--- src/rtl/bias_load_pkg.sv ---
// Shared definitions for the bias RAM loader: FSM state encodings and
// default beat/line geometry.
package bias_load_pkg;

    typedef enum logic [1:0] {
        ST_IDLE  = 2'd0,
        ST_FILL  = 2'd1,
        ST_WRITE = 2'd2,
        ST_DONE  = 2'd3
    } state_e;

    localparam int BEAT_WIDTH_DEF = 64;
    localparam int LINE_WIDTH_DEF = 512;
    localparam int BEATS_PER_LINE = LINE_WIDTH_DEF / BEAT_WIDTH_DEF;

endpackage

--- src/rtl/bias_line_pack.sv ---
// Packs consecutive stream beats into one RAM line, beat 0 in the low bits.
// Raises o_line_full on the beat that completes the line.
module bias_line_pack #(
    parameter int BEAT_WIDTH = 64,
    parameter int LINE_WIDTH = 512
) (
    input  logic                  i_clk,
    input  logic                  i_rst,
    input  logic                  i_clear,
    input  logic                  i_beat_en,
    input  logic [BEAT_WIDTH-1:0] i_beat_dat,
    output logic [LINE_WIDTH-1:0] o_line,
    output logic                  o_line_full
);

    localparam int BEATS = LINE_WIDTH / BEAT_WIDTH;
    localparam int CNT_W = (BEATS > 1) ? $clog2(BEATS) : 1;

    logic [CNT_W-1:0]      beat_cnt_q;
    logic [CNT_W-1:0]      beat_cnt_d;
    logic [LINE_WIDTH-1:0] line_q;
    logic [BEATS-1:0]      beat_we;

    genvar gi;
    generate
        for (gi = 0; gi < BEATS; gi++) begin : g_we
            assign beat_we[gi] = i_beat_en && (beat_cnt_q == CNT_W'(gi));
        end
    endgenerate

    always_comb begin
        beat_cnt_d = beat_cnt_q;
        if (i_clear) begin
            beat_cnt_d = '0;
        end else if (i_beat_en) begin
            beat_cnt_d = (beat_cnt_q == CNT_W'(BEATS - 1)) ? '0 : beat_cnt_q + CNT_W'(1);
        end
    end

    always_ff @(posedge i_clk) begin
        if (i_rst) begin
            beat_cnt_q <= '0;
            line_q     <= '0;
        end else begin
            beat_cnt_q <= beat_cnt_d;
            for (int i = 0; i < BEATS; i++) begin
                if (beat_we[i]) begin
                    line_q[i*BEAT_WIDTH +: BEAT_WIDTH] <= i_beat_dat;
                end
            end
        end
    end

    assign o_line      = line_q;
    assign o_line_full = beat_we[BEATS-1];

endmodule

--- src/rtl/bias_load.sv ---
// Bias RAM write-side loader: fills 512-bit lines from a 64-bit beat stream
// and writes them to consecutive addresses, yielding to the RAM reader.
module bias_load
    import bias_load_pkg::*;
#(
    parameter int RAM_ADDR_WIDTH = 8,
    parameter int BEAT_WIDTH     = BEAT_WIDTH_DEF,
    parameter int LINE_WIDTH     = LINE_WIDTH_DEF
) (
    input  logic                      i_clk,
    input  logic                      i_rst,
    input  logic                      i_load_start,
    input  logic [RAM_ADDR_WIDTH-1:0] i_addr_start_b,
    input  logic [7:0]                i_line_num,
    input  logic [BEAT_WIDTH-1:0]     i_s_dat,
    input  logic                      i_s_vld,
    output logic                      o_s_rdy,
    input  logic                      i_ram_rd_en,
    output logic                      o_ram_wr_en,
    output logic [RAM_ADDR_WIDTH-1:0] o_ram_addr,
    output logic [LINE_WIDTH-1:0]     o_ram_dat,
    output logic                      o_load_busy,
    output logic                      o_load_done
);

    state_e                    state_q, state_d;
    logic [RAM_ADDR_WIDTH-1:0] addr_q, addr_d;
    logic [7:0]                lines_q, lines_d;
    logic                      pack_clear;
    logic                      beat_en;
    logic                      line_full;
    logic [LINE_WIDTH-1:0]     line_dat;

    assign beat_en = i_s_vld && (state_q == ST_FILL);

    bias_line_pack #(
        .BEAT_WIDTH (BEAT_WIDTH),
        .LINE_WIDTH (LINE_WIDTH)
    ) u_pack (
        .i_clk       (i_clk),
        .i_rst       (i_rst),
        .i_clear     (pack_clear),
        .i_beat_en   (beat_en),
        .i_beat_dat  (i_s_dat),
        .o_line      (line_dat),
        .o_line_full (line_full)
    );

    always_comb begin
        state_d     = state_q;
        addr_d      = addr_q;
        lines_d     = lines_q;
        pack_clear  = 1'b0;
        o_ram_wr_en = 1'b0;
        case (state_q)
            ST_IDLE: begin
                if (i_load_start) begin
                    addr_d  = i_addr_start_b;
                    lines_d = i_line_num;
                    if (i_line_num == 8'd0) begin
                        state_d = ST_DONE;
                    end else begin
                        pack_clear = 1'b1;
                        state_d    = ST_FILL;
                    end
                end
            end
            ST_FILL: begin
                if (line_full) begin
                    state_d = ST_WRITE;
                end
            end
            ST_WRITE: begin
                // The reader owns the single RAM port whenever it asks for it.
                o_ram_wr_en = ~i_ram_rd_en;
                if (!i_ram_rd_en) begin
                    addr_d  = addr_q + RAM_ADDR_WIDTH'(1);
                    lines_d = lines_q - 8'd1;
                    state_d = (lines_q == 8'd1) ? ST_DONE : ST_FILL;
                end
            end
            ST_DONE: begin
                state_d = ST_IDLE;
            end
            default: begin
                state_d = ST_IDLE;
            end
        endcase
    end

    always_ff @(posedge i_clk) begin
        if (i_rst) begin
            state_q <= ST_IDLE;
            addr_q  <= '0;
            lines_q <= '0;
        end else begin
            state_q <= state_d;
            addr_q  <= addr_d;
            lines_q <= lines_d;
        end
    end

    assign o_s_rdy     = (state_q == ST_FILL);
    assign o_ram_addr  = addr_q;
    assign o_ram_dat   = line_dat;
    assign o_load_busy = (state_q != ST_IDLE);
    assign o_load_done = (state_q == ST_DONE);

endmodule

--- config.mk ---
export PLATFORM = sky130hd
export DESIGN_NAME = bias_load
export DESIGN_NICKNAME = d
export VERILOG_FILES = /design/src/rtl/bias_load_pkg.sv /design/src/rtl/bias_line_pack.sv /design/src/rtl/bias_load.sv
export SDC_FILE = /design/constraint.sdc
export NUM_CORES = 1
export LEC_CHECK = 0
export BUFFER_PORTS_ARGS = -buffer_cell sky130_fd_sc_hd__buf_2
export CORE_AREA = 2 2 236 238
export CTS_CLUSTER_DIAMETER = 150
export DETAILED_ROUTE_END_ITERATION = 12
export DIE_AREA = 0 0 238 240
export PLACE_DENSITY = 0.56
export REMOVE_ABC_BUFFERS = 1
export SLEW_MARGIN = 10
export SYNTH_ARGS = -nofsm -noshare
export SYNTH_HDL_FRONTEND = slang
export SYNTH_SLANG_ARGS = --single-unit
--- constraint.sdc ---
create_clock -name i_clk -period 2 [get_ports i_clk]
set_input_delay 0.3 -clock i_clk [delete_from_list [all_inputs] [get_ports i_clk]]
set_output_delay 0.3 -clock i_clk [all_outputs]
set_load 0.02 [all_outputs]
# Yosys cells after proc, flatten, opt, wreduce, memory -nomap -nowiden

Cells that the tools add are included.

Add/sub/neg operators: 3
Equality and inequality tests: 14
Multiplexer cells: 17
Bitwise operators: 1
Reduce and logical (&&, ||, !) cells: 17

Operator list:

| cell                | count |
|---|---|
| $mux 8              | 4 |
| $pmux 8 s2          | 2 |
| $eq 3x3->1 const B  | 4 |
| $mux 2              | 5 |
| $logic_and 1x1->1   | 9 |
| $add 8x1->8 const B | 1 |
| $eq 8x1->1 const B  | 1 |
| $logic_not 8->1     | 1 |
| $pmux 2 s4          | 1 |
| $sub 8x1->8 const B | 1 |
| $eq 3x2->1 const B  | 2 |
| $reduce_and 3->1    | 2 |
| $eq 2x2->1 const B  | 2 |
| $mux 1              | 4 |
| $ne 2x2->1 const B  | 2 |
| $reduce_bool 2->1   | 2 |
| $add 3x1->3 const B | 1 |
| $eq 3x1->1 const B  | 1 |
| $logic_not 3->1     | 1 |
| $mux 3              | 1 |
| $eq 2x1->1 const B  | 1 |
| $logic_not 2->1     | 1 |
| $ne 2x1->1 const B  | 1 |
| $reduce_or 2->1     | 1 |
| $not 1->1           | 1 |

Register bits after elaboration: 533
Word-level logic and storage cells: 64

# Logic depth before layout (Yosys ltp)

Depth after elaboration: 5
Mapped depth: 8
Gate-level depth less buffers: 6

# Modules after synthesis

From an unflattened synthesis, not the netlist that was laid out.

Cells, all modules: 2,064
Area total of the unflattened synthesis: 21,832.2 um^2

Modules (own cells, without submodules):

| module         | times used | cells an instance | area each (um^2) |
|---|---|---|---|
| bias_line_pack | 1          | 1,920             | 20,644.8 |
| bias_load      | 1          | 144               | 1,187.4 |

# Least setup slack after synthesis

OpenSTA, ideal clock, no wires.

Path type: reg-to-reg
Start: reg lines_q[0]
End: reg lines_q[6]
Library setup time: 0.130 ns
Arrival: 1.388 ns
Path slack: 0.482 ns
Cell stages (with the launch flop): 7
Path buffers: 0
Period minus slack after synthesis: 1.518 ns
Cells stage by stage: dfxtp_1 inv_1 ha_1 nand2b_1 or4_2 a21oi_1 o32ai_1

Cells in the longest elaborated chain, start to end: 3

RTL lines:

| item                   | line            | source |
|---|---|---|
| start, declared        | bias_load.sv:28 | `logic [7:0] lines_q, lines_d;` |
| start signal, assigned | bias_load.sv:99 | `lines_q <= lines_d;` |
| $sub 8x1->8            | bias_load.sv:78 | `lines_d = lines_q - 8'd1;` |
| $mux 8                 | bias_load.sv:76 | `if (!i_ram_rd_en) begin` |
| $pmux 8 s2             | bias_load.sv:55 | `case (state_q)` |

Every way passes these cells. The select of a mux whose other input is x is not followed.
A chain may end at the register's enable or synchronous reset.

# Worst setup path after layout

Start: reg state_q[0]
End: out o_ram_wr_en

Cells in the longest elaborated chain, start to end: 2

RTL lines:

| item                   | line            | source |
|---|---|---|
| start, declared        | bias_load.sv:26 | `state_e state_q, state_d;` |
| start signal, assigned | bias_load.sv:97 | `state_q <= state_d;` |
| $eq 2x2->1             | bias_load.sv:55 |  |
| $mux 1                 | bias_load.sv:55 |  |
| end, declared          | bias_load.sv:19 | `output logic o_ram_wr_en,` |

Every way passes these cells.

==> summary.txt <==
Run status
  – Status: complete, no violations

Clock network
  – CTS Sinks: 533
  – Postcts setup bufs: 0
  – Htree depth: 2
  – Root Buffer Master: clkbuf_16
  – CTS tree: built
  – Worst-Skew Late Latency: around 0.60 ns
  – Clock Path Buffers: 3
  – CTS Buf Count: 56
  – CTS clk-pin slew, worst paths: about 0.060 ns

Logic synthesis
  – Fraction of registers with async set/reset: 0%
  – Top cells by count, synth: 1036 x nand2_1, 533 x dfxtp_1, 532 x a21oi_1
  – Top area cells in the synthesized netlist: dfxtp_1 55%, nand2_1 20%, a21oi_1 14%
  – #FFs+latches synth: ~530
  – Count leader, synth: nand2_1
  – Number of flops mapped to enable cells by yosys: 0
  – Mean post-synth cell area: 7.850 um2
  – YS warnings: 0
  – Post-synth top area share: a little under three fifths
  – Register area share after synthesis: ~55%
  – Cell count after synthesis: between 2000 and 2500
  – Synth area leader: dfxtp_1
  – Synthesized area: roughly 19000 um2
  – Synth cell types: 41
  – Top_reg_cell synth: dfxtp_1

Critical path
  – CP peak stage delay: 0.40 ns
  – Reg2reg start: u_pack.beat_cnt_q[2]
  – Required @ worst endpoint: about 1.7 ns
  – Worst-path fanout max: 32
  – CP startpoint kind: flop
  – Setup CP Type: flop to output port
  – Worst Path Arrival: around 1.6 ns
  – Critical path startpoint: state_q[0]
  – Crit path capture type: output port
  – Critical path, cell by cell: nand2b_1 -> buf_6 -> nor2_1 -> buf_2
  – Register-to-Register Path Depth: 6
  – Worst reg2reg endpoint: u_pack.o_line[511]
  – Critical Path Sink: o_ram_wr_en
  – FF-to-FF setup slack: between 0.2 and 0.3 ns
  – Critical Path Slowest Stage Cell: dfxtp_2

Cells and area
  – Area added between synthesis and finish: 29.01%
  – Ant diodes: 0
  – Register area: approximately 11000 um2
  – Multi-input gate area: roughly 7400 um2
  – Layout filler cell count: 5444
  – Nets: 3074
  – Fin util: between 40% and 50%
  – Layout cell share with drive strength beyond 1: 25.46%

Die
  – Die area: ~57000 um2
  – Overall die height: 240 um
  – Io pins: 609
  – DIE WIDTH: about 240 um
  – Site Rows: between 80 and 90
  – Core ar.: between 50000 and 60000 um2
  – Starting Density: roughly 35%

Global routing
  – GRT Util Overall: about 24%
  – Initial antenna violation count: 0
  – Largest net degree at the start of global routing: 77
  – Vias in the first global route: 17046
  – First-pass GRT wire length: between 100000 and 150000 um
  – GR Overflow Total: 0

Run
  – Max-cap violations: 0

Placement
  – # port buffers: 608
  – DP Wirelength: 49340 um
  – Final GP Congestion: about 0.87

Timing
  – Rel. slew slack: 64.99%
  – Pins over their slew limit: 0
  – Setup TNS: 0 ns
  – Max Fclk: about 530 MHz
  – Final Hold Vio Count: 0
  – Min cycle time layout: around 1.9 ns
  – Period utilization: between 90% and 100%
  – Worst-margin pin slew: approximately 0.53 ns
  – RSZ-0062 raised after global routing: false
  – # setup viols final: 0
  – Clock skew: 0.01413 ns
  – WHS: approximately 0.033 ns

Routing
  – Vias: roughly 19000
  – Vias per inst: roughly 5.0
  – DR pass1 iterations: 7
  – Post-route DRC: 0
  – Initial DRC Count: between 1000 and 1500
  – Routed len/inst: slightly below 20 um
  – Post-DRT Antenna Nets: 0
  – Post-Route WL: 73990 um

Hold path
  – HP Class: input port to flop

Pwr
  – Pwr Density: around 880 nW/um2
  – Peak VDD IR: between 0.6 and 0.7 mV
  – Lkg Pwr: 0.01039 uW
placed cells by master, fill, tap and decap left out, drive strengths merged, types with 2 or more instances in the layout:
master / count
clkbuf: 82
nand4: 3
clkinvlp: 3
or3: 2
nand3: 5
clkinv: 8
o21ai: 16
a21o: 2
a21oi: 533
and2: 10
or4: 2
dlygate4sd3: 32
nand2: 1040
a211oi: 6
nor2: 12
dfxtp: 533
inv: 11
o32ai: 4
ha: 9
nor2b: 3
and3: 5
a31oi: 2
nor4: 5
a311oi: 2
nor3: 4
nand2b: 7
buf: 664
a211o: 2
what timing repair did:
item | 4_1_cts | 5_1_grt
endpoints found under the hold margin | 154 | 0
resized for setup | 2 | 1
cloned | 0 | 0
endpoints found under the setup margin | 1 | 1
hold buffers | 32 | 0
layout make-up:
| class | instances | share of cell area, % |
|---|---|---|
| flip-flops and latches | 533 | 42.77 |
| multi-input cells | 1682 | 29.67 |
| repair buffers | 696 | 16.92 |
| clock buffers | 82 | 6.573 |
| well taps | 704 | 3.530 |
| clock inverters | 12 | 0.3710 |
| inverters | 11 | 0.1655 |
per-layer routing:
metal	wire [um]	vias to the layer above	GRT usage, %	share of wire (%)
met3	5919	137	6.051	8.0
met1	30730	8864	30.72	42
li1	-	8921	-	-
met5	0	-	0	0
met4	2542	0	8.068	3.4
met2	34800	720	40.85	47
logic make-up (layout without fill, tap and decap cells):
kind of cell | count (synthesis) | count (layout) | share of synthesized area [%]
DFF | 533 | 533 | 55.16
AOI/OAI and AO/OA | 569 | 569 | 15.05
muxes | 1 | 1 | 0.05821
adders and majority gates | 9 | 9 | 0.5822
and+or+nand+nor | 1103 | 1103 | 22.24
buffers and inverters | 249 | 801 | 6.902
worst max-delay path: cells and delay by family, from the launching register on:
kind	cells	cell delay, ns
buffers and inverters	2	0.40
flip-flops	1	0.40
AND/OR/NAND/NOR	2	0.20
where the power goes:
group          internal, uW  leakage (uW)  switching, uW
Sequential            10700       0.00430           65.3
Combinational           336       0.00524            777
Clock                  5740      0.000850           4220
Total                 16800        0.0104           5060
metrics by stage:
step	std cells	worst slack (ns)	area (um2)	power [uW]
2_1_floorplan	2226	-0.3551	18050	11330
4_1_cts	3720	0.06385	24950	22060
3_5_place_dp	3594	0.2445	22900	12070
3_3_place_gp	3594	0.3385	22900	12050
6_report	3720	0.1048	24960	21850
5_1_grt	3720	0.02240	24960	22560
registers in the layout, summed over array words and instances (netlist names):
signal             cells
u_pack.o_line        512
state_q                2
u_pack.beat_cnt_q      3
lines_q                8
o_ram_addr             8
worst min path at each step:
stage                                  start                 end  slack, ns  depth (start not counted)
after floorplan                        i_rst          lines_q[2]       0.37                          1
after global placement    u_pack.o_line[196]  u_pack.o_line[196]       0.44                          2
after detailed placement  u_pack.o_line[335]  u_pack.o_line[335]       0.44                          2
after CTS                        i_s_dat[17]   u_pack.o_line[17]      0.001                          3
after global routing             i_s_dat[44]   u_pack.o_line[44]       0.02                          3
final                            i_s_dat[44]  u_pack.o_line[236]       0.03                          3
(Power assumes the default switching activity.)
